===== src/rtl/rv32_instructions_pkg.sv =====
// Shared RV32 execution-cluster types: multiply opcode encoding and latency helper.
package rv32_instructions_pkg;

    typedef enum logic [1:0] {
        MUL    = 2'd0,
        MULH   = 2'd1,
        MULHSU = 2'd2,
        MULHU  = 2'd3
    } mul_operation_t;

    // Input register plus final fix-up register surround the core.
    localparam int unsigned MUL_FIXED_STAGES = 2;

    function automatic int unsigned mul_latency(input int unsigned core_stages);
        return core_stages + MUL_FIXED_STAGES;
    endfunction

endpackage


===== src/rtl/stallable_array_multiplier.sv =====
// Unsigned array multiplier; partial-product rows are spread over CORE_STAGES
// enable-gated register stages (purely combinational when CORE_STAGES is 0).
module stallable_array_multiplier #(
    parameter int unsigned DATA_WIDTH  = 32,
    parameter int unsigned CORE_STAGES = 2
) (
    input  logic                      clk_i,
    input  logic                      rst_n_i,
    input  logic                      en_i,
    input  logic [DATA_WIDTH-1:0]     a_i,
    input  logic [DATA_WIDTH-1:0]     b_i,
    output logic [2*DATA_WIDTH-1:0]   product_o
);

    localparam int unsigned PW   = 2 * DATA_WIDTH;
    localparam int unsigned ROWS = (CORE_STAGES == 0) ? DATA_WIDTH
                                 : (DATA_WIDTH + CORE_STAGES - 1) / CORE_STAGES;

    // Sum of the shifted partial-product rows with index in [lo, hi).
    function automatic logic [PW-1:0] row_sum(input logic [DATA_WIDTH-1:0] a,
                                              input logic [DATA_WIDTH-1:0] b,
                                              input int unsigned lo,
                                              input int unsigned hi);
        logic [PW-1:0] s;
        s = '0;
        for (int unsigned i = 0; i < DATA_WIDTH; i++) begin
            if (b[i] && (i >= lo) && (i < hi)) begin
                s = s + (PW'(a) << i);
            end
        end
        return s;
    endfunction

    if (CORE_STAGES == 0) begin : g_comb
        assign product_o = row_sum(a_i, b_i, 0, ROWS);
    end else begin : g_pipe
        logic [DATA_WIDTH-1:0] a_q   [CORE_STAGES];
        logic [DATA_WIDTH-1:0] b_q   [CORE_STAGES];
        logic [PW-1:0]         acc_q [CORE_STAGES];

        always_ff @(posedge clk_i or negedge rst_n_i) begin
            if (!rst_n_i) begin
                for (int unsigned s = 0; s < CORE_STAGES; s++) begin
                    a_q[s]   <= '0;
                    b_q[s]   <= '0;
                    acc_q[s] <= '0;
                end
            end else if (en_i) begin
                a_q[0]   <= a_i;
                b_q[0]   <= b_i;
                acc_q[0] <= row_sum(a_i, b_i, 0, ROWS);
                for (int unsigned s = 1; s < CORE_STAGES; s++) begin
                    a_q[s]   <= a_q[s-1];
                    b_q[s]   <= b_q[s-1];
                    acc_q[s] <= acc_q[s-1]
                              + row_sum(a_q[s-1], b_q[s-1], s * ROWS, (s + 1) * ROWS);
                end
            end
        end

        assign product_o = acc_q[CORE_STAGES-1];
    end

endmodule


===== src/rtl/pipelined_multiplication_unit.sv =====
// RV32M multiply unit: sign/magnitude input stage, stallable unsigned core,
// sign fix-up and half select on the way out, with tag passthrough and flush.
module pipelined_multiplication_unit
    import rv32_instructions_pkg::*;
#(
    parameter int unsigned DATA_WIDTH  = 32,
    parameter int unsigned CORE_STAGES = 2,
    parameter int unsigned TAG_WIDTH   = 6
) (
    input  logic                  clk_i,
    input  logic                  rst_n_i,
    input  logic                  flush_i,
    input  logic                  valid_i,
    output logic                  ready_o,
    input  logic [DATA_WIDTH-1:0] multiplicand_i,
    input  logic [DATA_WIDTH-1:0] multiplier_i,
    input  mul_operation_t        operation_i,
    input  logic [TAG_WIDTH-1:0]  tag_i,
    output logic [DATA_WIDTH-1:0] product_o,
    output logic [TAG_WIDTH-1:0]  tag_o,
    output logic                  valid_o,
    input  logic                  ready_i
);

    localparam int unsigned PW = 2 * DATA_WIDTH;

    logic                  stall_c;
    logic                  accept_c;
    logic                  advance_c;
    logic                  rs1_neg_c;
    logic                  rs2_neg_c;
    logic [DATA_WIDTH-1:0] rs1_mag_c;
    logic [DATA_WIDTH-1:0] rs2_mag_c;
    logic [DATA_WIDTH-1:0] rs1_mag_q;
    logic [DATA_WIDTH-1:0] rs2_mag_q;
    logic [PW-1:0]         core_product_c;
    logic [PW-1:0]         fixed_c;

    // Index 0 is S0; index k is core stage Sk, in lock-step with the core.
    logic                  valid_q [CORE_STAGES+1];
    mul_operation_t        op_q    [CORE_STAGES+1];
    logic                  neg_q   [CORE_STAGES+1];
    logic [TAG_WIDTH-1:0]  tag_q   [CORE_STAGES+1];

    assign stall_c   = valid_o & ~ready_i;
    assign ready_o   = ~stall_c;
    assign accept_c  = valid_i & ready_o & ~flush_i;
    assign advance_c = ~stall_c & ~flush_i;

    // Per-operand signedness: rs2 is unsigned for MULHSU, so its MSB is ignored.
    always_comb begin
        rs1_neg_c = 1'b0;
        rs2_neg_c = 1'b0;
        rs1_mag_c = multiplicand_i;
        rs2_mag_c = multiplier_i;
        if (operation_i != MULHU) begin
            rs1_neg_c = multiplicand_i[DATA_WIDTH-1];
        end
        if ((operation_i == MUL) || (operation_i == MULH)) begin
            rs2_neg_c = multiplier_i[DATA_WIDTH-1];
        end
        if (rs1_neg_c) begin
            rs1_mag_c = -multiplicand_i;
        end
        if (rs2_neg_c) begin
            rs2_mag_c = -multiplier_i;
        end
    end

    stallable_array_multiplier #(
        .DATA_WIDTH  (DATA_WIDTH),
        .CORE_STAGES (CORE_STAGES)
    ) u_core (
        .clk_i     (clk_i),
        .rst_n_i   (rst_n_i),
        .en_i      (~stall_c),
        .a_i       (rs1_mag_q),
        .b_i       (rs2_mag_q),
        .product_o (core_product_c)
    );

    assign fixed_c = neg_q[CORE_STAGES] ? -core_product_c : core_product_c;

    always_ff @(posedge clk_i or negedge rst_n_i) begin
        if (!rst_n_i) begin
            for (int unsigned s = 0; s <= CORE_STAGES; s++) begin
                valid_q[s] <= 1'b0;
                op_q[s]    <= MUL;
                neg_q[s]   <= 1'b0;
                tag_q[s]   <= '0;
            end
            rs1_mag_q <= '0;
            rs2_mag_q <= '0;
            valid_o   <= 1'b0;
            product_o <= '0;
            tag_o     <= '0;
        end else begin
            // Flush wins over stall; only the valid bits need clearing.
            if (flush_i) begin
                for (int unsigned s = 0; s <= CORE_STAGES; s++) begin
                    valid_q[s] <= 1'b0;
                end
                valid_o <= 1'b0;
            end else if (!stall_c) begin
                valid_q[0] <= accept_c;
                for (int unsigned s = 1; s <= CORE_STAGES; s++) begin
                    valid_q[s] <= valid_q[s-1];
                end
                valid_o <= valid_q[CORE_STAGES];
            end

            if (advance_c) begin
                rs1_mag_q <= rs1_mag_c;
                rs2_mag_q <= rs2_mag_c;
                op_q[0]   <= operation_i;
                neg_q[0]  <= rs1_neg_c ^ rs2_neg_c;
                tag_q[0]  <= tag_i;
                for (int unsigned s = 1; s <= CORE_STAGES; s++) begin
                    op_q[s]  <= op_q[s-1];
                    neg_q[s] <= neg_q[s-1];
                    tag_q[s] <= tag_q[s-1];
                end
                product_o <= (op_q[CORE_STAGES] == MUL) ? fixed_c[DATA_WIDTH-1:0]
                                                        : fixed_c[PW-1:DATA_WIDTH];
                tag_o     <= tag_q[CORE_STAGES];
            end
        end
    end

endmodule


===== config.mk =====
export PLATFORM = sky130hd
export DESIGN_NAME = pipelined_multiplication_unit
export DESIGN_NICKNAME = d
export VERILOG_FILES = /design/src/rtl/rv32_instructions_pkg.sv /design/src/rtl/stallable_array_multiplier.sv /design/src/rtl/pipelined_multiplication_unit.sv
export SDC_FILE = /design/constraint.sdc
export NUM_CORES = 2
export LEC_CHECK = 0
export CORE_MARGIN = 1.5
export CORE_UTILIZATION = 45
export DETAILED_ROUTE_END_ITERATION = 10
export GPL_ROUTABILITY_DRIVEN = 0
export PLACE_DENSITY_LB_ADDON = 0.25
export SLEW_MARGIN = 20
export SYNTH_ARGS = -nofsm -noshare
export SYNTH_HDL_FRONTEND = slang
export SYNTH_SLANG_ARGS = --single-unit

===== constraint.sdc =====
create_clock -name clk_i -period 29.5 [get_ports clk_i]
set_input_delay 8.85 -clock clk_i [delete_from_list [all_inputs] [get_ports clk_i]]
set_output_delay 8.85 -clock clk_i [all_outputs]
set_load 0.1 [all_outputs]

Word level (Yosys, flattened, before mapping)
Cells that the tools add are included.

Output and inout port bits: 40. Bits in registers: 325. Logic and storage cells: 142.

Reduce and logical (&&, ||, !) cells: 3. $add $sub $neg: 34. Equality and inequality tests: 3. Bitwise gates (word level): 8. Multiplexer cells: 73.

Operators with widths (number): two-way mux 64 bit (62); two-way mux 32 bit (4); adder 64 x 33 -> 64 bit (1); adder 64 x 34 -> 64 bit (1); adder 64 x 35 -> 64 bit (1); adder 64 x 36 -> 64 bit (1); adder 64 x 37 -> 64 bit (1); adder 64 x 38 -> 64 bit (1); adder 64 x 39 -> 64 bit (1); adder 64 x 40 -> 64 bit (1); adder 64 x 41 -> 64 bit (1); adder 64 x 42 -> 64 bit (1); adder 64 x 43 -> 64 bit (1); adder 64 x 44 -> 64 bit (1); adder 64 x 45 -> 64 bit (1); adder 64 x 46 -> 64 bit (1); adder 64 x 47 -> 64 bit (1); adder 64 x 49 -> 64 bit (1); adder 64 x 50 -> 64 bit (1); adder 64 x 51 -> 64 bit (1); adder 64 x 52 -> 64 bit (1); adder 64 x 53 -> 64 bit (1); adder 64 x 54 -> 64 bit (1); adder 64 x 55 -> 64 bit (1); other kinds (21) (33).

Logic depth before layout (Yosys ltp)
Depth after elaboration: 49. Mapped depth: 139.

Cells and area by module
Synthesis repeated with hierarchy kept, for this count alone.

Cell total of the unflattened synthesis: 11259. Area total of the unflattened synthesis: 80458.4 um^2.

Modules (own cells, without submodules): stallable_array_multiplier (area each 72269.3 um^2, sequential area each 4003.8 um^2, cells an instance 10256, times used 1); pipelined_multiplication_unit (area each 8189.1 um^2, sequential area each 3328.2 um^2, cells an instance 1003, times used 1).

Worst setup path after synthesis
OpenSTA, ideal clock, no wires.

Kind: reg2reg. From: reg u_core.g_pipe.a_q[33] in the netlist's numbering. To: reg u_core.g_pipe.acc_q (netlist bit u_core.product_o[62]). Path slack: 4.594 ns. Cell stages (with the launch flop): 126. Required time: 29.408 ns. Library setup time: 0.092 ns. Clock period less this slack: 24.906 ns. Arrival time: 24.814 ns. Path buffers: 1. Path through: dfrtp_1 -> inv_1 -> nor2_1 -> ha_1 -> fa_1 -> clkbuf_1 -> nand3_1 -> o22ai_1 -> a31o_2 -> maj3_1 -> o21ai_0 -> nand2_1 -> xor2_1 -> ha_1 -> or3_1 -> o211ai_1 -> a21oi_1 -> a21o_1 -> (+90 left out) -> ha_1 -> inv_1 -> or4_1 -> o221a_2 -> o21bai_1 -> xor2_1 -> nor2_1 -> nor2_1 -> ha_1 -> a21oi_1 -> nand2b_1 -> o21ai_0 -> o21ai_0 -> mux2i_1 -> a221o_1 -> nor3b_1 -> a31oi_1 -> o31ai_2.

Longest elaborated chain between the ends: 48.

RTL lines: from (decl) (line stallable_array_multiplier.sv:37) `logic [DATA_WIDTH-1:0] a_q [CORE_STAGES];`; from (signal, indexed assignment) (line stallable_array_multiplier.sv:53) `a_q[s] <= a_q[s-1];`; two-way mux 48 bit (line stallable_array_multiplier.sv:27) `if (b[i] && (i >= lo) && (i < hi)) begin`; two-way mux 64 bit (line stallable_array_multiplier.sv:48) `end else if (en_i) begin`; adder 64 x 49 -> 64 bit (line stallable_array_multiplier.sv:28) `s = s + (PW'(a) << i);`; two-way mux 64 bit (line stallable_array_multiplier.sv:27); two-way mux 64 bit (line stallable_array_multiplier.sv:48); adder 64 x 50 -> 64 bit (line stallable_array_multiplier.sv:28); two-way mux 64 bit (line stallable_array_multiplier.sv:27); two-way mux 64 bit (line stallable_array_multiplier.sv:48); (+32 left out); two-way mux 64 bit (line stallable_array_multiplier.sv:48); adder 64 x 62 -> 64 bit (line stallable_array_multiplier.sv:28); two-way mux 64 bit (line stallable_array_multiplier.sv:27); two-way mux 64 bit (line stallable_array_multiplier.sv:48); adder 64 x 63 -> 64 bit (line stallable_array_multiplier.sv:28); two-way mux 64 bit * (line stallable_array_multiplier.sv:27); two-way mux 64 bit * (line stallable_array_multiplier.sv:48); adder 64 bit * (line stallable_array_multiplier.sv:56) `+ row_sum(a_q[s-1], b_q[s-1], s * ROWS, (s + 1) * ROWS);`; to (signal, indexed assignment) (line stallable_array_multiplier.sv:55) `acc_q[s] <= acc_q[s-1]`; to (decl) (line stallable_array_multiplier.sv:39) `logic [PW-1:0] acc_q [CORE_STAGES];`.

Mark *: on every way between the ends. The rest lies on a longest branch, timed or not. The select of a mux whose other input is x is not followed. A chain may end at the register's enable or synchronous reset.

Final worst setup path
From: reg u_core.g_pipe.a_q[41] in the netlist's numbering. To: reg u_core.g_pipe.acc_q (netlist bit u_core.product_o[62]).

The elaborated chain is that of the path after synthesis.

==> flow_metrics.tcl <==
set metrics [dict create \
    clock-sinks 293 \
    die_h_um 422 \
    cp_data_required_time_ns 29.98 \
    fin_ws_ns 1.69 \
    wl_per_cell_um 22.7 \
    hold_buffers 0 \
    cp_slowest_cell "dfrtp_1" \
    hp-class "reg2reg" \
    vias 88381 \
    clock_skew_ns 0.0254 \
    initial_utilization_pct 45.3 \
    synth.avg_cell_area_sq_um 7.02 \
    synth_compound_area_share_pct 34.6 \
    fmax_mhz 36.0 \
    final_area_sq_um 84100 \
    antenna_found_initial 19 \
    synth_top_cell_by_area "ha_1" \
    dpl_cell_area_sq_um 82700 \
    fp.coreArea_sq_um 174000 \
    syn_to_final_growth_pct 6.67 \
    synth-async-reset-ratio_pct 100 \
    yosysSeqAreaShare_pct 9.30 \
    fill_cells 17537 \
    rr_worst_depth 125 \
    max_cap_violations 0 \
    fin_util_pct 48.3 \
    synthMuxAreaShare_pct 3.23 \
    die_w_um 422 \
    period_needed_ns 27.81 \
    relSlewSlack_pct 18.8 \
    drv_slew 0 \
    crit_path_start_kind "flop" \
    critPathArrivalTime_ns 28.29 \
    synth_nets 12386 \
    io_pins 117 \
    finalSetupViolCount 0 \
    min_to "op_q[1]" \
    tightest_slew_ns 1.21 \
    die-area_sq_um 178000 \
    critPathMaxFanout 17 \
    cp_slowest_stage_delay_ns 1.07 \
    yosys.area.top_type_share_pct 16.5 \
    clock_latency_ns 0.59 \
    cts_made_buffers 34 \
    finalHoldViolCount 0 \
    grt_pass1_wl_mm 471 \
    regToRegEndpoint "u_core.product_o[62]" \
    worstSetupEndpointType "flop" \
    hp-start "op_q[3]" \
    cts_tree "done" \
    layout_worst_path_cycle_share_pct 94.3 \
    synth-simple-area-share_pct 22.5 \
    finalSetupTns_ns 0 \
    rr_startpoint "u_core.g_pipe.a_q[41]" \
    synth_top_family_by_area "compound AO/OA/AOI/OAI gates" \
    cts.reportedPaths.clkPinSlew_ns 0.07 \
    synth.area.top_cells "ha_1 (17%), dfrtp_1 (9.3%), nand2_1 (7.3%)" \
    port_buffers 116 \
    synth_ff_type "dfrtp_1" \
    synthDistinctLibCells 121 \
    h-tree-depth 2 \
    wirelength_mm 308 \
    yosys.area_share.adder_pct 17.3 \
    yosysWarnings 0 \
    grt-ovfl-total 0 \
    cts_buffer_depth 3 \
    post-place-ws_ns 0.352 \
    drc_errors 0 \
    regToRegSetupSlack_ns 1.69 \
    synth_cells 11237 \
    outcome "finished, final reports clean" \
    crit_top_cell "ha_1" \
    grt_util_all_layers_pct 32.9 \
    grt_max_degree 155 \
    first_pass_iters 7 \
    ant_nets 0 \
    rsz0062_at_grt "false" \
    synth_xor_xnor_area_share_pct 8.85 \
    clockRootBuffer "clkbuf_16" \
    synth-seq-cells 293 \
    cp_top_family "compound AO/OA/AOI/OAI gates" \
    holdPathStages 2 \
    dp.final_hpwl_mm 242 \
    rows 153 \
    drive_above_1_share_pct 5.67 \
    synth-edff-count 0 \
    final_nets 12330 \
    grt_pass1_vias 82295 \
    drt_iter0_drc 9174 \
    via_per_inst 6.53 \
    synth.cell_area_sq_um 78800 \
    path_buf_inv 7 \
    worstSetupPathType "reg2reg" \
]
==> per-layer routing <==
layer	vias to the layer above	part of all wire, %	global-route usage (%)	wire [um]
met5	-	0.037	0	115
li1	41543	-	-	-
met2	4208	42	51.2	130000
met4	16	8.1	22.6	25000
met1	41542	40	41.5	124000
met3	1072	9.3	5.50	28700
==> tightest hold or removal path, delay by kind of cell, from the launching register on <==
kind / cells / cell delay, ns
flops: 1 / 0.34
simple gates: 2 / 0.09
==> sequential cells by signal (all words and copies together), names as in the netlist <==
signal               flops
u_core.g_pipe.a_q       32
tag_q                   18
u_core.g_pipe.b_q       16
product_o               32
op_q                     6
valid_q                  3
rs2_mag_q               32
u_core.product_o        64
valid_o                  1
u_core.g_pipe.acc_q     48
tag_o                    6
neg_q                    3
rs1_mag_q               32
==> worst max path at each step <==
stage	start	to	slack [ns]	depth (start not counted)
2_1_floorplan	u_core.g_pipe.a_q[33]	u_core.product_o[62]	4.59	125
3_3_place_gp	u_core.g_pipe.b_q[48]	u_core.product_o[62]	1.13	131
3_5_place_dp	u_core.g_pipe.b_q[48]	u_core.product_o[62]	0.35	132
4_1_cts	u_core.g_pipe.b_q[48]	u_core.product_o[62]	0.24	132
5_1_grt	u_core.g_pipe.a_q[41]	u_core.product_o[62]	0.04	130
6_report	u_core.g_pipe.a_q[41]	u_core.product_o[62]	1.69	125
==> metrics by stage <==
step,cells,hold slack [ns]
floorplan,11237,0.439
global placement,13461,0.446
detailed placement,13461,0.452
CTS,13520,0.467
global route,13535,0.482
finish,13543,0.467
==> what timing repair did <==
action / 4_1_cts / 5_1_grt
endpoints found under the setup margin: 0 / 19
setup buffers: 0 / 9
gates resized for setup: 0 / 43
==> Yosys cell counts, types with 29 or more instances <==
cell,n
dfrtp_1,293
a211o_1,56
o41ai_1,31
nand2b_1,161
and2_1,138
a21o_1,402
a211oi_1,141
or2_2,54
xnor2_1,465
or3_1,123
o22ai_1,47
nand2_1,1531
nand4_1,79
o21bai_1,122
o31ai_1,155
xor2_1,332
o2111ai_1,36
buf_1,57
mux2_2,149
o21ai_1,33
a21boi_0,58
clkbuf_1,309
nand3b_1,32
inv_1,470
a31o_2,43
nor4_1,32
mux2i_1,87
o21a_1,243
and3_1,112
nor2_1,930
ha_1,1041
a2111oi_0,41
nor3b_1,29
nand3_1,232
o211ai_1,115
o21ai_0,881
fa_1,31
a221o_1,39
nor3_1,217
a31oi_1,146
o221ai_1,35
a21oi_1,1022
nor2b_1,108
o31a_1,45
==> cell usage in the layout (no fill, tap or decap), types with 47 or more instances in the layout <==
master              n
a211o_1            56
a211oi_1          139
a21boi_0           58
a21o_1            401
a21oi_1          1016
a31oi_1           145
and2_1            138
and3_1            112
buf_4             170
clkdlybuf4s50_1   115
dfrtp_1           281
ha_1             1040
inv_1             468
mux2_2            149
mux2i_1            87
nand2_1          1531
nand2b_1          160
nand3_1           232
nand4_1            79
nor2_1            925
nor2b_1           106
nor3_1            216
o211ai_1          115
o21a_1            242
o21ai_0           874
o21bai_1          121
o22ai_1            47
o31ai_1           155
or2_2              54
or3_1             123
xnor2_1           465
xor2_1            332
==> layout make-up <==
cell class,count,area [sq um],share of cell area [%]
Inverter,481,1810,2.16
Timing Repair Buffer,289,2490,2.96
Clock buffer,48,985,1.17
Sequential cell,293,7350,8.74
Tap cell,2325,2910,3.46
Antenna cell,14,35.0,0.0417
Clock inverter,11,120,0.143
Multi-Input combinational cell,10082,68400,81.3
==> logic make-up after synthesis <==
| group | count (synthesis) |
|---|---|
| buffers and inverters | 862 |
| adders and majority gates | 1074 |
| muxes | 236 |
| DFF | 293 |
| xor gates and xnor gates | 797 |
| and+or+nand+nor | 3866 |
| AOI/OAI and AO/OA | 4109 |
Power is left out: the tool's default activity adds up to more than one toggle a clock period on the data nets, which glitch-free logic cannot reach.
